File: src/rtl/gpio_pkg.sv
// Register map shared by the GPIO block, firmware headers and the bench.
package gpio_pkg;

  localparam int OFFSET_W = 5;

  localparam logic [OFFSET_W-1:0] GPIO_OUT     = 5'h00;
  localparam logic [OFFSET_W-1:0] GPIO_DIR     = 5'h01;
  localparam logic [OFFSET_W-1:0] GPIO_IN      = 5'h02;
  localparam logic [OFFSET_W-1:0] GPIO_SET     = 5'h03;
  localparam logic [OFFSET_W-1:0] GPIO_CLR     = 5'h04;
  localparam logic [OFFSET_W-1:0] GPIO_TGL     = 5'h05;
  localparam logic [OFFSET_W-1:0] GPIO_RISE_EN = 5'h06;
  localparam logic [OFFSET_W-1:0] GPIO_FALL_EN = 5'h07;
  localparam logic [OFFSET_W-1:0] GPIO_STATUS  = 5'h08;
  localparam logic [OFFSET_W-1:0] GPIO_IRQ_EN  = 5'h09;

endpackage

File: src/rtl/gpio_input_sync.sv
// Per-pin input synchroniser plus a previous-value flop for edge detection.
module gpio_input_sync #(
  parameter int CHANNELS    = 4,
  parameter int SYNC_STAGES = 2
) (
  input  logic                clock,
  input  logic                reset_n,
  input  logic [CHANNELS-1:0] io_in,
  output logic [CHANNELS-1:0] sync,
  output logic [CHANNELS-1:0] rise,
  output logic [CHANNELS-1:0] fall
);

  logic [SYNC_STAGES-1:0][CHANNELS-1:0] sync_q;
  logic [CHANNELS-1:0]                  prev_q;

  // Shift pins through the synchroniser chain; prev holds last synced level.
  always_ff @(negedge clock or negedge reset_n) begin
    if (!reset_n) begin
      sync_q <= '0;
      prev_q <= '0;
    end else begin
      sync_q[0] <= io_in;
      for (int s = 1; s < SYNC_STAGES; s++) sync_q[s] <= sync_q[s-1];
      prev_q <= sync_q[SYNC_STAGES-1];
    end
  end

  assign sync = sync_q[SYNC_STAGES-1];
  assign rise = sync & ~prev_q;
  assign fall = ~sync & prev_q;

endmodule

File: src/rtl/gpio_controller.sv
// Memory-mapped GPIO: register file, combinational read mux, sticky edge irq.
// All state moves on the falling edge to line up with the I/O bus timing.
module gpio_controller
  import gpio_pkg::*;
#(
  parameter int WIDTH       = 32,
  parameter int CHANNELS    = 4,
  parameter int SYNC_STAGES = 2
) (
  input  logic                clock,
  input  logic                reset_n,
  input  logic [5:0]          address,
  input  logic [WIDTH-1:0]    data_in,
  input  logic                we,
  input  logic                chip_select,
  output logic [WIDTH-1:0]    data_out,
  input  logic [CHANNELS-1:0] io_in,
  output logic [CHANNELS-1:0] io_out,
  output logic [CHANNELS-1:0] io_oe,
  output logic                irq
);

  logic [OFFSET_W-1:0] offset;
  logic                wr_en;
  logic                rd_en;
  logic [CHANNELS-1:0] wdata;

  logic [CHANNELS-1:0] out_q, dir_q, rise_en_q, fall_en_q, status_q, irq_en_q;
  logic [CHANNELS-1:0] out_nxt, status_nxt, clr_mask, events;
  logic [CHANNELS-1:0] in_sync, in_rise, in_fall;
  logic [CHANNELS-1:0] rd_val;
  logic                irq_q;

  // address[5] only selects the window upstream; upper data bits beyond
  // CHANNELS are ignored on write.
  logic unused_bits;
  assign unused_bits = ^{address[5], data_in};

  assign offset = address[OFFSET_W-1:0];
  assign wr_en  = chip_select & we;
  assign rd_en  = chip_select & ~we;
  assign wdata  = data_in[CHANNELS-1:0];

  gpio_input_sync #(
    .CHANNELS    (CHANNELS),
    .SYNC_STAGES (SYNC_STAGES)
  ) u_sync (
    .clock   (clock),
    .reset_n (reset_n),
    .io_in   (io_in),
    .sync    (in_sync),
    .rise    (in_rise),
    .fall    (in_fall)
  );

  // Next output latch: plain write or atomic set/clear/toggle.
  always_comb begin
    out_nxt = out_q;
    if (wr_en) begin
      case (offset)
        GPIO_OUT: out_nxt = wdata;
        GPIO_SET: out_nxt = out_q | wdata;
        GPIO_CLR: out_nxt = out_q & ~wdata;
        GPIO_TGL: out_nxt = out_q ^ wdata;
        default:  out_nxt = out_q;
      endcase
    end
  end

  // Sticky status: enabled edges set, W1C clears, and a set in the same
  // cycle as its clear wins so no event is dropped.
  always_comb begin
    events     = (in_rise & rise_en_q) | (in_fall & fall_en_q);
    clr_mask   = (wr_en && offset == GPIO_STATUS) ? wdata : '0;
    status_nxt = (status_q & ~clr_mask) | events;
  end

  // Register file state and the registered interrupt line.
  always_ff @(negedge clock or negedge reset_n) begin
    if (!reset_n) begin
      out_q     <= '0;
      dir_q     <= '0;
      rise_en_q <= '0;
      fall_en_q <= '0;
      status_q  <= '0;
      irq_en_q  <= '0;
      irq_q     <= 1'b0;
    end else begin
      out_q    <= out_nxt;
      status_q <= status_nxt;
      irq_q    <= |(status_q & irq_en_q);
      if (wr_en) begin
        case (offset)
          GPIO_DIR:     dir_q     <= wdata;
          GPIO_RISE_EN: rise_en_q <= wdata;
          GPIO_FALL_EN: fall_en_q <= wdata;
          GPIO_IRQ_EN:  irq_en_q  <= wdata;
          default: ;
        endcase
      end
    end
  end

  // Combinational read mux; zero when not reading or offset unmapped.
  always_comb begin
    rd_val = '0;
    case (offset)
      GPIO_OUT:     rd_val = out_q;
      GPIO_DIR:     rd_val = dir_q;
      GPIO_IN:      rd_val = in_sync;
      GPIO_RISE_EN: rd_val = rise_en_q;
      GPIO_FALL_EN: rd_val = fall_en_q;
      GPIO_STATUS:  rd_val = status_q;
      GPIO_IRQ_EN:  rd_val = irq_en_q;
      default:      rd_val = '0;
    endcase
    data_out = '0;
    if (rd_en) data_out[CHANNELS-1:0] = rd_val;
  end

  assign io_out = out_q;
  assign io_oe  = dir_q;
  assign irq    = irq_q;

endmodule

File: config.mk
export PLATFORM = sky130hd
export DESIGN_NAME = gpio_controller
export DESIGN_NICKNAME = d
export VERILOG_FILES = /design/src/rtl/gpio_pkg.sv /design/src/rtl/gpio_input_sync.sv /design/src/rtl/gpio_controller.sv
export SDC_FILE = /design/constraint.sdc
export NUM_CORES = 1
export LEC_CHECK = 0
export CORE_ASPECT_RATIO = 1.5
export CORE_MARGIN = 5
export CORE_UTILIZATION = 47
export CTS_CLUSTER_DIAMETER = 150
export CTS_CLUSTER_SIZE = 12
export DETAILED_ROUTE_END_ITERATION = 10
export GPL_TIMING_DRIVEN = 0
export PLACE_DENSITY = 0.86
export SYNTH_ARGS = -nofsm -noshare
export SYNTH_HDL_FRONTEND = slang
export SYNTH_SLANG_ARGS = --single-unit
File: constraint.sdc
create_clock -name clock -period 3.8 [get_ports clock]
set_input_delay 0.76 -clock clock [delete_from_list [all_inputs] [get_ports clock]]
set_output_delay 0.76 -clock clock [all_outputs]
set_load 0.02 [all_outputs]
==> results.toml, run 1 <==
[setup_path]
critical_path.top_delay_family = "multiplexers"
worstPathArrival_ns = 3.48
cp_max_fo = 3
path_class = "flip-flop to output port"
r2r_cells = 5
worstPathRequired_ns = 3.04
cp.depth = 4
end_kind = "output port"
crit_buf_inv = 1
start_kind = "flip-flop"
slowest_delay_ns = 0.48
cp_slowest_cell = "mux4_2"
crit_path_cell_trace = "mux4_2, a221oi_2, nor2_2, buf_6"

[final_layout]
syn_to_final_growth_pct = 35.30
layout_commonest_cell = "buf_4"
final_nets = 331
final_cell_mix = "45 x buf_4, 37 x dfrtn_1, 28 x conb_1, 14 x mux2_2, 9 x dlygate4sd2_1"
drive_above_1_share = 0.4065
antenna_cells = 0

[synthesis]
synth_xor_area_frac = 0
yosysSeqAreaShare = 0.4333
synthesis.area_sq_um = 2137
yosys_warnings = 0
ys_top_cells_by_area = "dfrtn_1 43%, buf_4 9.8%, mux2_2 9.5%, ha_1 4.7%, mux2i_1 2.8%"
ys_ff_latch = 37
synth_fa_ha_area_frac = 0.04684
synth_ff_type = "dfrtn_1"
synth_cell_types = 40
synth_compound_area_frac = 0.1347
synth_largest_area_cell = "dfrtn_1"
synth_edf_count = 0
synth_area_per_cell_sq_um = 10.58
synth-async-reset-ratio = 1.000
netlist_instances = 202
synthSimpleGateAreaFrac = 0.1189
synth_top_area_frac = 0.4333
synthMuxAreaShare = 0.1335
synth_top_family_by_area = "compound AO/OA/AOI/OAI gates"

[timing]
rsz0062_at_grt = "true"
finalSetupViolations = 4
drv_slew = 0
worst_slew_pin_slew_ns = 0.8087
hold_viol_final = 0
fin_skew_ns = 0.006779
maxSlewHeadroom = 0.4609
setup_ws_ns = -0.4395

[placement]
pre_cts_ws_ns = -0.7899
io_buffers = 27
hpwl_mm = 3.873
gp_congestion = 0.9527

[clocking]
h-tree-depth = 2
cts_buffer_depth = 2
cts_hold_buf = 0
cts_tree = "done"
cts_buffers = 5
clk_pin_slew_ns = 0.05
root_buffer = "clkbuf_8"
cts.sinks = 37
clkLatencyLatePin_ns = 0.30

[global_routing]
grt.overflow.total = 0
antenna_found_initial = 0
grt_max_degree = 38
grt_usage = 0.2008
grt_pass1_wl_mm = 9.211
grt_pass1_vias = 1860

[die]
rows = 30
dieArea_sq_um = 6023
die_w_microns = 65.06
core_area_sq_um = 4467
ios = 87
initial_utilization = 0.4784
die_h_microns = 92.59

[drt]
first_iter_violations = 106
dr_total_vias = 1830
postRouteAntennaNets = 0
drt_wl_total_mm = 5.760
remaining_drc_errors = 0
dr.pass1.iters = 4
wl_per_cell_microns = 17.67
viasPerCell = 5.613

[power_and_ir_drop]
peakVddDrop_mv = 0.4126
power_uw = 1137
p_per_area_nw_per_um2 = 393.1
p_leak_uw = 0.001409

[run_status]
violations = "negative setup slack"
status = "finished, violations left"

[min_path]
holdPathStages = 0
hold_class = "flip-flop to flip-flop"

[run]
maxCapViolations = 0
worst paths after layout:
kind,from,end,slack [ns]
worst max-delay path,io_oe[1]$_DFFE_NN0P_,data_out[1],-0.44
worst min-delay path,u_sync.sync_q[2]$_DFF_NN0_,u_sync.sync[2]$_DFF_NN0_,0.30
worst max register to register,io_out[0]$_DFFE_NN0P_,io_out[0]$_DFFE_NN0P_,2.31
worst min register to register,u_sync.sync_q[2]$_DFF_NN0_,u_sync.sync[2]$_DFF_NN0_,0.30
max in group asynchronous,reset_n,u_sync.sync[3]$_DFF_NN0_,0.92
min in group asynchronous,reset_n,io_oe[1]$_DFFE_NN0P_,2.33
state kept, by name, summed over array words and instances (netlist names):
name,cells
fall_en_q,4
io_oe,4
io_out,4
irq,1
irq_en_q,4
rise_en_q,4
status_q,4
u_sync.prev_q,4
u_sync.sync,4
u_sync.sync_q,4
layer usage:
layer | track usage | routed length [microns] | vias up | part of all wire
met4 | 0.1142 | 318 | 0 | 0.055
met1 | 0.2301 | 2042 | 867 | 0.35
li1 | - | - | 825 | -
met5 | 0 | 0 | - | 0
met3 | 0.04248 | 432 | 29 | 0.075
met2 | 0.3407 | 2967 | 109 | 0.52
cell type report:
type                       count  area, sq um
clock inverter                 2        38.79
fill                         344         1575
timing repair buffer          41        317.8
multi-input combinational    147         1169
tap                           48        60.06
buffer                        35        270.3
sequential                    37        925.9
inverter                      10        37.54
clock buffer                   6        72.57
power breakdown:
part	switching [uW]	internal (uW)	total [uW]
Combinational	164	144	309
Clock	144	197	341
Sequential	39.7	447	487
Total	348	788	1140
metrics by stage:
stage          hold WS, ns  instance area [sq um]  TNS [ns]  instances  utilization
2_1_floorplan       0.2917                   2296   -0.2913        229            -
3_3_place_gp        0.2943                   2626    -40.61        304       0.5880
4_1_cts             0.3030                   2870    -1.412        320       0.6426
6_report            0.3009                   2892    -1.356        326       0.6473
5_1_grt             0.3121                   2892    -1.690        326       0.6473
3_5_place_dp        0.3030                   2621    -18.13        304       0.5868
repair_timing:
item                                    CTS  global route
pin swaps                                10             5
gates resized for setup                  76            13
endpoints found under the setup margin   37            26
buffers inserted                          8             6
cell usage after synthesis, types with 2 or more instances:
master,number
o211ai_1,4
nor2_1,6
nand3b_1,5
dfrtn_1,37
and3_1,4
clkbuf_1,2
a221oi_1,3
o221a_2,2
nand2b_1,3
or3_1,2
nand3_1,3
nand2_1,9
ha_1,8
buf_4,28
o22ai_1,2
mux2_2,18
mux2i_1,6
nor4_1,4
nor3_1,4
o21ai_0,7
a2bb2oi_1,3
buf_2,5
a22o_1,2
a21oi_1,8
a22oi_1,3
inv_1,10
logic make-up (layout without fill, tap and decap cells):
family / Yosys count / after routing
AOI/OAI and AO/OA: 41 / 41
and+or+nand+nor: 45 / 45
buffers and inverters: 45 / 94
muxes: 25 / 25
DFF: 37 / 37
other: 1 / 28
adders and majority gates: 8 / 8
Note: power is estimated with default switching activity, not from simulation.
==> run 2, diff against run 1 <==
--- a/constraint.sdc
+++ b/constraint.sdc
@@ -3,2 +3,2 @@
 set_output_delay 0.76 -clock clock [all_outputs]
-set_load 0.02 [all_outputs]
+set_load 0.05 [all_outputs]
==> results.toml, run 2 (synthesized netlist as in run 1, its figures left out) <==
[global_routing]
grt.overflow.total = 0
grt_pass1_vias = 1916
grt_pass1_wl_mm = 9.411
antenna_found_initial = 0
grt_usage = 0.2058
grt_max_degree = 38

[power_and_ir_drop]
p_per_area_nw_per_um2 = 413.5
peakVddDrop_mv = 0.2796
p_leak_uw = 0.001430

[setup_path]
cp_max_fo = 3
start_kind = "flip-flop"
path_class = "flip-flop to output port"
worstPathArrival_ns = 3.56
end_kind = "output port"
worstPathRequired_ns = 3.04

[drt]
first_iter_violations = 137
dr.pass1.iters = 5
wl_per_cell_microns = 17.92
dr_total_vias = 1859
drt_wl_total_mm = 5.895
viasPerCell = 5.650
remaining_drc_errors = 0
postRouteAntennaNets = 0

[final_layout]
drive_above_1_share = 0.4555
final_nets = 334
syn_to_final_growth_pct = 40.52
stdcell_count = 329
final_cell_mix = "45 x buf_4, 37 x dfrtn_1, 28 x conb_1, 13 x mux2_2, 10 x buf_2"
antenna_cells = 0
nFillCells = 322
layout_commonest_cell = "buf_4"

[clocking]
clkLatencyLatePin_ns = 0.30
cts.sinks = 37
h-tree-depth = 2
cts_buffers = 5
cts_tree = "done"
cts_buffer_depth = 2
clk_pin_slew_ns = 0.05
root_buffer = "clkbuf_8"

[die]
die_w_microns = 65.06
initial_utilization = 0.4784
ios = 87
rows = 30
dieArea_sq_um = 6023
die_h_microns = 92.59
core_area_sq_um = 4467

[run_status]
status = "finished, violations left"
violations = "negative setup slack"

[run]
maxCapViolations = 0

[placement]
io_buffers = 27
hpwl_mm = 4.086
gp_congestion = 0.8799
place_inst = 304

[min_path]
hold_class = "flip-flop to flip-flop"

[timing]
whs_ns = 0.2955
drv_slew = 0
fin_skew_ns = 0.003119
hold_viol_final = 0
worst_slew_pin_slew_ns = 0.8200
setup_ws_ns = -0.5238
rsz0062_at_grt = "true"
finalSetupViolations = 5
maxSlewHeadroom = 0.4533
tns_ns = -1.618
## run 2: changes by cell type in the layout (fill, tap and decap cells not counted), moves of 2 or more
cell             delta
a21oi_2             +2
clkdlybuf4s15_1     -2
clkdlybuf4s15_2     +3
a21oi_1             -4
a221oi_1            -2
buf_6               +3
nor2_2              -2
dlygate4sd2_1       -6
clkinvlp_4          +2
buf_2               +2
a21oi_4             +2
## run 2: final timing paths
| kind | from | endpoint | slack (ns) | cells past startpoint |
|---|---|---|---|---|
| worst max-delay path | irq_en_q[1]$_DFFE_NN0P_ | data_out[1] | -0.52 | 4 |
| worst min-delay path | u_sync.sync_q[1]$_DFF_NN0_ | u_sync.sync[1]$_DFF_NN0_ | 0.30 | 0 |
| worst max register to register | io_out[0]$_DFFE_NN0P_ | io_out[0]$_DFFE_NN0P_ | 2.28 | 5 |
| worst min register to register | u_sync.sync_q[1]$_DFF_NN0_ | u_sync.sync[1]$_DFF_NN0_ | 0.30 | 0 |
| max in group asynchronous | reset_n | io_oe[2]$_DFFE_NN0P_ | 0.91 | 1 |
| min in group asynchronous | reset_n | status_q[1]$_DFF_NN0_ | 2.34 | 1 |
## run 2: layout make-up
cell class | instances | area, sq um | share of cell area
Buffer | 35 | 272.8 | 0.09083
Clock buffer | 6 | 82.58 | 0.02750
Clock inverter | 2 | 37.54 | 0.01250
Inverter | 10 | 41.29 | 0.01375
Multi-Input combinational cell | 147 | 1240 | 0.4129
Sequential cell | 37 | 925.9 | 0.3083
Tap cell | 48 | 60.06 | 0.02000
Timing Repair Buffer | 44 | 342.8 | 0.1142
## run 2: what timing repair did
action                                  in CTS  in global routing
endpoints found under the setup margin      37                 33
hold buffers                                 0                  0
resized for setup                           92                 29
buffers inserted                            12                  5
gates cloned                                 0                  0
pin swaps                                    9                  5
## run 2: through the flow
step / total power [uW] / util / instance area [sq um] / worst slack, ns
floorplan: 750.1 / - / 2340 / -0.3575
global placement: 843.2 / 0.5978 / 2670 / -0.7919
detailed placement: 856.5 / 0.5966 / 2665 / -0.8303
CTS: 1226 / 0.6655 / 2973 / -0.5815
global route: 1292 / 0.6723 / 3003 / -0.5609
finish: 1242 / 0.6723 / 3003 / -0.5238
## run 2: report_power, final
group          internal, uW  switching, uW  leakage [uW]  total [uW]
clock network           213            144     0.0000574         358
registers               447           40.6      0.000448         488
logic                   146            251      0.000924         396
total                   806            436       0.00143        1240
## run 2: per-layer routing
layer / vias up / global-route usage / share of wire
met2: 103 / 0.3433 / 0.52
met5: - / 0 / 0
met4: 0 / 0.1384 / 0.054
met1: 892 / 0.2344 / 0.37
li1: 833 / - / -
met3: 31 / 0.03883 / 0.057
## run 2: worst max-delay path: stages, from the launching register on
cell and delay [ns]:
dfrtn_1 0.36, mux4_2 0.52, a221oi_4 0.27, nor2_4 0.05, buf_6 0.16
==> run 3, diff against run 2 <==
GPL_TIMING_DRIVEN = 1   (was 0)
==> results.toml, run 3 (synthesized netlist as in run 1, its figures left out) <==
[final_layout]
final_cell_mix = "60 x buf_4, 37 x dfrtn_1, 28 x conb_1, 13 x mux2_2, 12 x buf_12"
nFillCells = 284
final_nets = 347
antenna_cells = 0
stdcell_count = 342
layout_commonest_cell = "buf_4"
final_util = 0.7381
ff_latch_area_sq_um = 925.9
drive_above_1_share = 0.4966
syn_to_final_growth_pct = 54.27
multi_input_area_sq_um = 1260

[setup_path]
end_kind = "output port"
worstPathRequired_ns = 3.04
cp_slowest_cell = "mux4_2"
start_kind = "flip-flop"
path_class = "flip-flop to output port"
crit_path_cell_trace = "mux4_2, a221oi_4, nor2_4, buf_6"
cp_max_fo = 2
critical_path.top_delay_family = "multiplexers"
worstPathArrival_ns = 3.55
crit_buf_inv = 1
slowest_delay_ns = 0.51

[timing]
whs_ns = 0.2938
maxSlewHeadroom = 0.6128
hold_viol_final = 0
setup_ws_ns = -0.5071
drv_slew = 0
fin_skew_ns = 0.002159
rsz0062_at_grt = "true"
finalSetupViolations = 4
worst_slew_pin_slew_ns = 0.5755

[power_and_ir_drop]
peakVddDrop_mv = 0.3213
power_uw = 1340
p_per_area_nw_per_um2 = 406.4
p_leak_uw = 0.001559

[drt]
first_iter_violations = 80
dr.pass1.iters = 4
remaining_drc_errors = 0
drt_wl_total_mm = 6.644
viasPerCell = 5.649
wl_per_cell_microns = 19.43
dr_total_vias = 1932
postRouteAntennaNets = 0

[clocking]
clk_pin_slew_ns = 0.05
cts.sinks = 37
root_buffer = "clkbuf_8"
clkLatencyLatePin_ns = 0.30
cts_buffers = 5
cts_buffer_depth = 2
cts_tree = "done"
h-tree-depth = 2

[global_routing]
grt_usage = 0.2196
grt.overflow.total = 0
grt_max_degree = 38
antenna_found_initial = 0
grt_pass1_vias = 2107
grt_pass1_wl_mm = 10.06

[run_status]
status = "finished, violations left"
violations = "negative setup slack"

[die]
ios = 87
dieArea_sq_um = 6023
rows = 30
initial_utilization = 0.4784
die_h_microns = 92.59
die_w_microns = 65.06
core_area_sq_um = 4467

[placement]
io_buffers = 29
place_inst = 326
gp_congestion = 0.9019
hpwl_mm = 4.550
pre_cts_ws_ns = -0.6592

[min_path]
hold_class = "flip-flop to flip-flop"

[run]
maxCapViolations = 0
run 3: report_power, final:
group / switching, uW / internal [uW]
Clock: 143 / 213
Sequential: 37.8 / 447
Combinational: 277 / 221
run 3: metrics by stage:
step           TNS (ns)  cell area (sq um)
5_1_grt          -1.848               3297
2_1_floorplan    -1.184               2340
3_5_place_dp     -14.83               2953
4_1_cts          -1.535               3213
6_report         -1.623               3297
3_3_place_gp     -15.09               2953
run 3: path summary, 6_finish.rpt:
check / slack, ns / start / end / cells after the start
worst max-delay path: -0.51 / io_oe[1]$_DFFE_NN0P_ / data_out[1] / 4
worst min-delay path: 0.29 / u_sync.sync_q[1]$_DFF_NN0_ / u_sync.sync[1]$_DFF_NN0_ / 0
worst max register to register: 2.23 / io_out[0]$_DFFE_NN0P_ / io_out[0]$_DFFE_NN0P_ / 6
worst min register to register: 0.29 / u_sync.sync_q[1]$_DFF_NN0_ / u_sync.sync[1]$_DFF_NN0_ / 0
max in group asynchronous: 1.12 / reset_n / u_sync.sync_q[2]$_DFF_NN0_ / 2
min in group asynchronous: 2.30 / reset_n / irq_en_q[1]$_DFFE_NN0P_ / 2
run 3: final cells by class:
type,count,share of cell area
Clock buffer,6,0.02505
Inverter,10,0.01139
Tap cell,48,0.01822
Multi-Input combinational cell,147,0.3822
Clock inverter,2,0.01139
Timing Repair Buffer,92,0.2710
Sequential cell,37,0.2808
run 3: per-layer routing:
metal	global-route usage	vias up	share of wire
met5	0	-	0
met1	0.2459	958	0.39
met4	0.1280	0	0.033
li1	-	861	-
met3	0.03398	22	0.048
met2	0.3860	91	0.53
run 3: what timing repair did:
item,4_1_cts,5_1_grt
gates cloned,0,0
pin swaps,11,3
resized for setup,37,22
setup buffers,4,4
hold buffers,0,0
hold endpoints to repair,0,0
setup endpoints to repair,28,20
